**config.mk**
```make
export PLATFORM = sky130hd
export DESIGN_NAME = credit_txn_controller
export DESIGN_NICKNAME = d
export VERILOG_FILES = /design/src/rtl/credit_txn_controller.sv
export SDC_FILE = /design/constraint.sdc
export NUM_CORES = 1
export LEC_CHECK = 0
export BUFFER_PORTS_ARGS = -buffer_cell sky130_fd_sc_hd__buf_2
export CAP_MARGIN = 15
export CORE_ASPECT_RATIO = 0.9
export CORE_MARGIN = 1
export CORE_UTILIZATION = 30
export DETAILED_ROUTE_END_ITERATION = 10
export GPL_ROUTABILITY_DRIVEN = 0
export MAX_ROUTING_LAYER = met4
export PLACE_DENSITY = 0.52
export SLEW_MARGIN = 10
export SYNTH_ARGS = -nofsm -noshare
export SYNTH_HDL_FRONTEND = slang
export SYNTH_SLANG_ARGS = --single-unit
```
**constraint.sdc**
```tcl
create_clock -name clk -period 2.85 [get_ports clk]
set_input_delay 0.4275 -clock clk [delete_from_list [all_inputs] [get_ports clk]]
set_output_delay 0.4275 -clock clk [all_outputs]
set_load 0.05 [all_outputs]
```
**src/rtl/credit_txn_controller.sv**
```systemverilog
// credit_txn_controller: multi-user credit engine (IDLE/AUTH/RECOMMEND/TRANSACTION/UPDATE/REJECT).
// Optional RECOMMEND selection timeout is built when CREDIT_SEL_TIMEOUT_EN is defined.
module credit_txn_controller #(
  parameter int NUM_USERS    = 8,
  parameter int CREDIT_W     = 8,
  parameter int AUTH_CYCLES  = 10,
  parameter int RESET_CREDIT = 255,
  parameter int SEL_TIMEOUT  = 64
) (
  input  logic                         clk,
  input  logic                         rst_n,
  input  logic                         meal_request,
  input  logic [$clog2(NUM_USERS)-1:0] user_id,
  input  logic [CREDIT_W-1:0]          meal_cost,
  input  logic                         user_select,
  input  logic                         cancel,
  input  logic                         refill,
  input  logic [CREDIT_W-1:0]          refill_amount,
  input  logic [$clog2(NUM_USERS)-1:0] query_id,
  output logic [CREDIT_W-1:0]          query_balance,
  output logic [2:0]                   state,
  output logic                         busy,
  output logic [CREDIT_W-1:0]          balance_out,
  output logic                         txn_done,
  output logic                         txn_ok,
  output logic                         insufficient
);
  localparam int IDW   = $clog2(NUM_USERS);
  localparam int IDW1  = IDW + 1;
  localparam int CNT_W = (AUTH_CYCLES > 1) ? $clog2(AUTH_CYCLES) : 1;
  localparam logic [CNT_W-1:0]    CNT_LAST  = CNT_W'(AUTH_CYCLES - 1);
  localparam logic [CNT_W-1:0]    CNT_ONE   = CNT_W'(1'b1);
  localparam logic [IDW:0]        USERS_W   = IDW1'(NUM_USERS);
  localparam logic [CREDIT_W-1:0] RESET_VAL = CREDIT_W'(RESET_CREDIT);

  typedef enum logic [2:0] {
    ST_IDLE        = 3'd0,
    ST_AUTH        = 3'd1,
    ST_RECOMMEND   = 3'd2,
    ST_TRANSACTION = 3'd3,
    ST_UPDATE      = 3'd4,
    ST_REJECT      = 3'd5
  } state_e;

  state_e              state_r, state_nxt_s;
  logic [CREDIT_W-1:0] bal_r [NUM_USERS];
  logic [IDW-1:0]      uid_r;
  logic [CREDIT_W-1:0] cost_r, bout_r, sel_bal_s, new_bal_s;
  logic [CNT_W-1:0]    cnt_r;
  logic                busy_r, done_r, ok_r, insuf_r;
  logic                insuf_nxt_s, latch_s, refill_s, load_bout_s, commit_s;

  // Saturating add: a CREDIT_W+1 bit sum clamps to all-ones on carry out.
  function automatic logic [CREDIT_W-1:0] sat_add(input logic [CREDIT_W-1:0] a,
                                                  input logic [CREDIT_W-1:0] b);
    logic [CREDIT_W:0] sum;
    sum = {1'b0, a} + {1'b0, b};
    return sum[CREDIT_W] ? {CREDIT_W{1'b1}} : sum[CREDIT_W-1:0];
  endfunction

  // Balance of the latched user; an out-of-range ID reads as zero.
  always_comb begin
    sel_bal_s = {CREDIT_W{1'b0}};
    if ({1'b0, uid_r} < USERS_W) begin
      sel_bal_s = bal_r[uid_r];
    end else begin
      sel_bal_s = {CREDIT_W{1'b0}};
    end
    new_bal_s = sel_bal_s - cost_r;
  end

  // Debug read port.
  always_comb begin
    query_balance = {CREDIT_W{1'b0}};
    if ({1'b0, query_id} < USERS_W) begin
      query_balance = bal_r[query_id];
    end else begin
      query_balance = {CREDIT_W{1'b0}};
    end
  end

`ifdef CREDIT_SEL_TIMEOUT_EN
  localparam int SEL_W = (SEL_TIMEOUT > 1) ? $clog2(SEL_TIMEOUT) : 1;
  localparam logic [SEL_W-1:0] SEL_LAST = SEL_W'(SEL_TIMEOUT - 1);
  localparam logic [SEL_W-1:0] SEL_ONE  = SEL_W'(1'b1);
  logic [SEL_W-1:0] sel_cnt_r;

  // Counts cycles spent waiting in RECOMMEND; cleared whenever it is left or entered.
  always_ff @(posedge clk or negedge rst_n) begin
    if (!rst_n) begin
      sel_cnt_r <= {SEL_W{1'b0}};
    end else if (state_r == ST_RECOMMEND && state_nxt_s == ST_RECOMMEND) begin
      sel_cnt_r <= sel_cnt_r + SEL_ONE;
    end else begin
      sel_cnt_r <= {SEL_W{1'b0}};
    end
  end
`endif

  // Next-state and datapath strobes.
  always_comb begin
    state_nxt_s = state_r;
    insuf_nxt_s = 1'b0;
    latch_s     = 1'b0;
    refill_s    = 1'b0;
    load_bout_s = 1'b0;
    commit_s    = 1'b0;
    case (state_r)
      ST_IDLE: begin
        if (refill) begin
          refill_s = 1'b1;
        end else if (meal_request) begin
          latch_s = 1'b1;
          if ({1'b0, user_id} >= USERS_W) begin
            state_nxt_s = ST_REJECT;
          end else begin
            state_nxt_s = ST_AUTH;
          end
        end else begin
          state_nxt_s = ST_IDLE;
        end
      end
      ST_AUTH: begin
        if (cnt_r == CNT_LAST) begin
          state_nxt_s = ST_RECOMMEND;
          load_bout_s = 1'b1;
        end else begin
          state_nxt_s = ST_AUTH;
        end
      end
      ST_RECOMMEND: begin
        if (cancel) begin
          state_nxt_s = ST_IDLE;
        end else if (user_select) begin
          if (sel_bal_s >= cost_r) begin
            state_nxt_s = ST_TRANSACTION;
          end else begin
            state_nxt_s = ST_REJECT;
            insuf_nxt_s = 1'b1;
          end
`ifdef CREDIT_SEL_TIMEOUT_EN
        end else if (sel_cnt_r == SEL_LAST) begin
          state_nxt_s = ST_REJECT;
`endif
        end else begin
          state_nxt_s = ST_RECOMMEND;
        end
      end
      ST_TRANSACTION: begin
        if (cnt_r == CNT_LAST) begin
          state_nxt_s = ST_UPDATE;
          commit_s    = 1'b1;
        end else begin
          state_nxt_s = ST_TRANSACTION;
        end
      end
      ST_UPDATE:  state_nxt_s = ST_IDLE;
      ST_REJECT:  state_nxt_s = ST_IDLE;
      default:    state_nxt_s = ST_IDLE;
    endcase
  end

  // State, dwell counter, latched request and registered status outputs.
  always_ff @(posedge clk or negedge rst_n) begin
    if (!rst_n) begin
      state_r <= ST_IDLE;
      cnt_r   <= {CNT_W{1'b0}};
      uid_r   <= {IDW{1'b0}};
      cost_r  <= {CREDIT_W{1'b0}};
      bout_r  <= {CREDIT_W{1'b0}};
      busy_r  <= 1'b0;
      done_r  <= 1'b0;
      ok_r    <= 1'b0;
      insuf_r <= 1'b0;
    end else begin
      state_r <= state_nxt_s;
      // The dwell counter restarts on every state change, so each AUTH/TRANSACTION visit starts at 0.
      if ((state_r == ST_AUTH || state_r == ST_TRANSACTION) && state_nxt_s == state_r) begin
        cnt_r <= cnt_r + CNT_ONE;
      end else begin
        cnt_r <= {CNT_W{1'b0}};
      end
      if (latch_s) begin
        uid_r  <= user_id;
        cost_r <= meal_cost;
      end
      if (load_bout_s) begin
        bout_r <= sel_bal_s;
      end else if (commit_s) begin
        bout_r <= new_bal_s;
      end
      busy_r  <= (state_nxt_s != ST_IDLE);
      done_r  <= (state_nxt_s == ST_UPDATE) || (state_nxt_s == ST_REJECT);
      ok_r    <= (state_nxt_s == ST_UPDATE);
      insuf_r <= insuf_nxt_s;
    end
  end

  // Per-user balances: bulk saturating refill or single debit on commit.
  always_ff @(posedge clk or negedge rst_n) begin
    if (!rst_n) begin
      for (int i = 0; i < NUM_USERS; i++) begin
        bal_r[i] <= RESET_VAL;
      end
    end else if (refill_s) begin
      for (int i = 0; i < NUM_USERS; i++) begin
        bal_r[i] <= sat_add(bal_r[i], refill_amount);
      end
    end else if (commit_s) begin
      bal_r[uid_r] <= new_bal_s;
    end
  end

  assign state        = state_r;
  assign busy         = busy_r;
  assign balance_out  = bout_r;
  assign txn_done     = done_r;
  assign txn_ok       = ok_r;
  assign insufficient = insuf_r;

endmodule

```
Word level (Yosys, flattened, before mapping)
Cells that the tools add are included.
{"block": "word_totals", "register_bits": 94, "input_bits": 28, "out_inout_bits": 23, "wordCells": 90}
{"block": "op_classes", "add_sub_neg": 10, "magnitude_cmp": 4, "n_eq_ne": 7, "mux": 42, "n_bitwise": 2, "n_reduce_logical": 8}
{"operator": "$mux 64", "count": 2}
{"operator": "$mux 8", "count": 15}
{"operator": "$add 8x8->9", "count": 8}
{"operator": "$bwmux 64", "count": 1}
{"operator": "$bmux 8 s3", "count": 2}
{"operator": "$demux 8 s3", "count": 1}
{"operator": "$mux 3", "count": 5}
{"operator": "$mux 1", "count": 13}
{"operator": "$pmux 3 s4", "count": 1}
{"operator": "$ge 4x4->1 const B", "count": 2}
{"operator": "$ge 8x8->1", "count": 1}
{"operator": "$not 3->4", "count": 2}
{"operator": "$sub 8x8->8", "count": 1}
{"operator": "$eq 3x2->1 const B", "count": 2}
{"operator": "$eq 3x3->1 const B", "count": 2}
{"operator": "$add 4x1->4 const B", "count": 1}
{"operator": "$eq 4x4->1 const B", "count": 1}
{"operator": "$lt 4x1->1 const B", "count": 1}
{"operator": "$mux 4", "count": 1}
{"operator": "$reduce_bool 2->1", "count": 2}
{"operator": "$eq 3x1->1 const B", "count": 1}
{"operator": "$eq 3x3->1", "count": 1}
{"operator": "$logic_not 3->1", "count": 1}
{"operator": "$reduce_bool 3->1", "count": 1}
{"operator": "3 further kinds", "count": 5}

Logic depth before layout (Yosys ltp)
{"block": "depth", "depth_word": 12, "mapped_depth": 13}

Worst setup path before layout
No wires, ideal clock.
{"block": "synth_path", "path_kind": "register -> register", "start": "register uid_r[1]", "end": "register state_r[2], in the netlist state[2]", "setup_time_ps": 95, "arrival_ps": 2849, "required_time_ps": 2755, "path_slack_ps": -95, "stages_incl_launch_ff": 13, "path_cell_list": "dfrtp_1 > buf_2 > mux4_2 > mux2i_1 > ha_1 > inv_1 > fa_1 > a211oi_1 > o21bai_1 > a21oi_2 > a21boi_1 > o21a_1 > o31ai_1"}
{"block": "synth_via", "elab_chain_cells": 9}
{"element": "from (decl)", "line_no": "47", "text": "logic [IDW-1:0] uid_r;"}
{"element": "from (signal assigned)", "line_no": "168", "text": "uid_r <= {IDW{1'b0}};"}
{"element": "from (signal assigned)", "line_no": "184", "text": "uid_r <= user_id;"}
{"element": "$not 3->4 (implied by the code)", "line_no": "65", "text": "sel_bal_s = bal_r[uid_r];"}
{"element": "$bmux 8 s3", "line_no": "65"}
{"element": "$mux 8 (implied by the code) (2 in a row)", "line_no": "65"}
{"element": "$ge 8x8->1", "line_no": "135", "text": "if (sel_bal_s >= cost_r) begin"}
{"element": "$mux 3", "line_no": "135"}
{"element": "$mux 3", "line_no": "134", "text": "end else if (user_select) begin"}
{"element": "$mux 3", "line_no": "132", "text": "if (cancel) begin"}
{"element": "$pmux 3 s4", "line_no": "108", "text": "case (state_r)"}
{"element": "net state_nxt_s[2]", "line_no": "45", "text": "state_e state_r, state_nxt_s;"}
{"element": "to (signal assigned)", "line_no": "176", "text": "state_r <= state_nxt_s;"}
{"element": "to (decl)", "line_no": "45"}
The timed path passes the listed nets, and every way through them passes these cells. The select of a mux whose other input is x is not followed.
A chain may end at the register's enable or synchronous reset.

Worst setup path after layout
{"block": "layout_path", "start": "register uid_r[1]", "end": "register bal_r[38] in the netlist's numbering"}
{"block": "layout_via", "elab_chain_cells": 8, "word_cells_on_any_way": 13, "classes_between": "1 x add/sub; 2 x order compare; 8 x mux; 1 x bitwise; 1 x reduce/logical"}
{"element": "$not 3->4 (implied by the code) (*)", "line_no": "65, 210"}
{"element": "$bmux 8 s3, or another cell as far along", "line_no": "65"}
{"element": "$mux 8 (implied by the code) or $logic_and 1x1->1 (tied branches)", "line_no": "65, 210"}
{"element": "$mux 8 (on tied branches)", "line_no": "65, 210"}
{"element": "$sub 8x8->8 or $demux 8 s3 (tied branches)", "line_no": "69, 210"}
{"element": "$bwmux 64 (*)", "line_no": "210", "text": "bal_r[uid_r] <= new_bal_s;"}
{"element": "$mux 64 (*)", "line_no": "209", "text": "end else if (commit_s) begin"}
{"element": "$mux 64 (*)", "line_no": "205", "text": "end else if (refill_s) begin"}
{"element": "to (signal, indexed assignment)", "line_no": "207", "text": "bal_r[i] <= sat_add(bal_r[i], refill_amount);"}
{"element": "to (signal, indexed assignment)", "line_no": "210"}
{"element": "to (decl)", "line_no": "46", "text": "logic [CREDIT_W-1:0] bal_r [NUM_USERS];"}
Mark *: on every way between the ends. The rest lies on a longest branch, timed or not. The select of a mux whose other input is x is not followed.

==> qor.json <==
{
  "outcome": {
    "result_of_the_run": "complete, but fails checks",
    "failing_checks": "negative setup slack"
  },
  "detailed_routing": {
    "routedWlPerCell_um": 22.04,
    "drtAntennaViolNets": 0,
    "route.vias.total": 7632,
    "drt_first_iter_violations": 648,
    "drt-pass1-iter-count": 5,
    "drc": 0,
    "vias_per_cell": 5.571,
    "totalWireLength_um": 30200
  },
  "sta": {
    "post-route-worst-setup-slack_ns": -0.09652,
    "final_max_slew_viol_count": 0,
    "whs_ns": 0.08177,
    "final-setup-viol-count": 28,
    "finalCritPeriodShare_pct": 103.4,
    "skew_ns": 0.01269,
    "max-slew-margin-rel_pct": 50.44,
    "grt_setup_unrepaired": "yes",
    "tightest_slew_ns": 0.7399,
    "fin_tns_setup_ns": -1.356,
    "finalWorstPathRequiredPeriod_ns": 2.947,
    "final-hold-violation-count": 0,
    "achievable-frequency_mhz": 339.4
  },
  "critical_path": {
    "critical-path-max-stage-delay_ns": 0.55,
    "cp-end-kind": "register",
    "cpLargestDelayFamily": "multiplexers",
    "timing.critical_path.arrival_ns": 3.25,
    "crit_type": "register to register",
    "critPathLaunchType": "register",
    "cp_slowest_cell": "mux4_2",
    "timing.critical_path.cells": "mux4_2, mux2i_4, ha_4, inv_2, fa_2, a211oi_2, o21bai_1, a21oi_2, xnor2_1, buf_4, a22oi_2, nand2_1",
    "critPathRequiredTime_ns": 3.15,
    "worst-path-buf-inv": 2,
    "worst-path-max-fanout": 4
  },
  "layout": {
    "flow.area_growth_from_synthesis_pct": 23.91,
    "register_area_um2": 2436,
    "multiInputGateArea_um2": 5705,
    "design.final.nets": 1121,
    "fillers": 2757,
    "drive_above_1_share_pct": 34.98
  },
  "synthesis": {
    "synth_fp_nets": 988,
    "synth-async-reset-ratio_pct": 100.0,
    "synthMuxAreaShare_pct": 11.75,
    "synth_top_family_by_area": "compound AO/OA/AOI/OAI gates",
    "post_synth_and_or_nand_nor_area_fraction_pct": 15.56,
    "post_synth_most_frequent_cells": "nand2_1 (103), ha_1 (74), dfstp_2 (64), o21ai_0 (57), nor2_1 (50)",
    "synth.cell_area_um2": 8240,
    "post_synth_main_area_contributors": "dfstp_2 (20%), ha_1 (11%), dfrtp_1 (9.1%)",
    "synth_top_cell_area_share_pct": 20.41,
    "synth_compound_gate_area_share_pct": 21.67,
    "synth.most_common_cell": "nand2_1",
    "synth-edff-count": 0,
    "yosys_register_bits": 94,
    "post_synth_fa_ha_maj_area_fraction_pct": 13.42,
    "netlist.top_cell.by_area": "dfstp_2",
    "synth_seq_area_share_pct": 29.52,
    "post_synthesis_share_of_cell_area_spent_on_xor_and_xnor_gates_pct": 4.009,
    "synthDistinctLibCells": 74,
    "ys.warnings.count": 0,
    "ys_dominant_reg_cell": "dfstp_2",
    "syn_inst": 877,
    "avgSynthCellArea_um2": 9.396
  },
  "floorplan": {
    "die_area_um2": 28140,
    "floorplan.initialDensity_pct": 30.57,
    "core_area_um2": 26960,
    "placementRows": 57,
    "die_h_um": 159.2,
    "dieWidth_um": 176.7,
    "num_io_pins": 51
  },
  "global_route": {
    "grt_antenna_before_repair": 1,
    "grt_util_all_layers_pct": 22.61,
    "grt_max_degree": 51,
    "first_global_vias": 7395,
    "grt_pass1_wl_um": 46080,
    "grt_overflow": 0
  },
  "hold_path": {
    "timing.hold.worst.class": "input port to async pin"
  },
  "clock_network": {
    "clock_path_buffers": 2,
    "tritoncts.num_buffers": 9,
    "root_buffer": "clkbuf_16",
    "tritoncts_clock_tree": "built",
    "clk_pin_slew_worst_paths_ns": 0.07,
    "clock_sink_count": 94,
    "insertion_delay_ns": 0.36,
    "cts_max_level": 3
  },
  "place": {
    "port_buffers": 50,
    "detailed_place_hpwl_um": 23660
  },
  "job": {
    "number_of_violations_of_the_max_capacitance_limit": 0
  }
}
## state kept, by name, summed over array words and instances, names as in the netlist
register	count
state	3
balance_out	8
bal_r	64
txn_ok	1
cnt_r	4
busy	1
insufficient	1
uid_r	3
cost_r	8
txn_done	1
## worst paths after layout
check	from	end	slack, ns	cells after the start
max	uid_r[1]	bal_r[38]	-0.1	12
min	rst_n	busy	0.08	1
max reg2reg	uid_r[1]	bal_r[38]	-0.1	12
min reg2reg	balance_out[1]	balance_out[1]	0.48	2
max in group asynchronous	rst_n	bal_r[43]	1.98	2
min in group clk	meal_cost[7]	cost_r[7]	0.30	2
## placed cells by master, fill, tap and decap left out, drive strengths merged, types with 13 or more instances in the layout
master    n
a21oi    48
xnor2    24
inv      44
nand2b   19
buf     154
o21a     13
nand3    26
mux2     26
dfstp    64
ha       74
nand2   103
nor2     53
mux4     26
dfrtp    30
o21ai    79
o211ai   45
a22oi    20
## cell type report
cell class | count | share of cell area (%)
Clock buffer | 11 | 2.475
Multi-Input combinational cell | 708 | 55.88
Antenna cell | 1 | 0.02451
Timing Repair Buffer | 154 | 11.06
Sequential cell | 94 | 23.86
Tap cell | 354 | 4.338
Inverter | 43 | 1.581
Clock inverter | 5 | 0.7842
## cells by family (layout without fill, tap and decap cells)
kind of cell	after synthesis	count (layout)
buffers and inverters	75	213
other	0	1
AO/OA/AOI/OAI	268	268
AND/OR/NAND/NOR	260	260
adder cells (fa/ha/maj)	83	83
multiplexers	61	61
XOR/XNOR	36	36
flip-flops	94	94
## routing by layer
metal  part of all wire, %  up-vias  track usage, %  wire length, um
li1                      -     3551               -                -
met2                    46      247           34.14            13900
met1                    46     3792           31.34            13750
met3                   6.0       42           2.889             1806
met4                   2.4        0           6.857              735
met5                     0        -               -                0
## worst reg2reg max path, cell delays in order (launching register included)
cell,delay (ns)
dfrtp_2,0.42
mux4_2,0.55
mux2i_4,0.20
ha_4,0.17
inv_2,0.04
fa_2,0.36
a211oi_2,0.21
o21bai_1,0.12
a21oi_2,0.22
xnor2_1,0.17
buf_4,0.21
a22oi_2,0.09
nand2_1,0.12
## metrics by stage
stage	setup WS (ns)	instances	cell area, um2	utilization [%]
5_1_grt	-0.2504	1370	10210	37.88
6_report	-0.09652	1370	10210	37.88
3_3_place_gp	-0.2105	1346	9557	35.45
4_1_cts	-0.09848	1366	10070	37.35
2_1_floorplan	0.02711	877	8249	-
3_5_place_dp	-0.3062	1346	9557	35.45
## what timing repair did
action                     CTS  global route
buffers inserted             4             4
pin swaps                   13            28
setup endpoints to repair   50            52
gates cloned                 0             0
gates resized for setup     30            25
hold buffers                 0             0
Power is left out: the tool's default activity adds up to more than one toggle a clock period on the data nets, which glitch-free logic cannot reach.
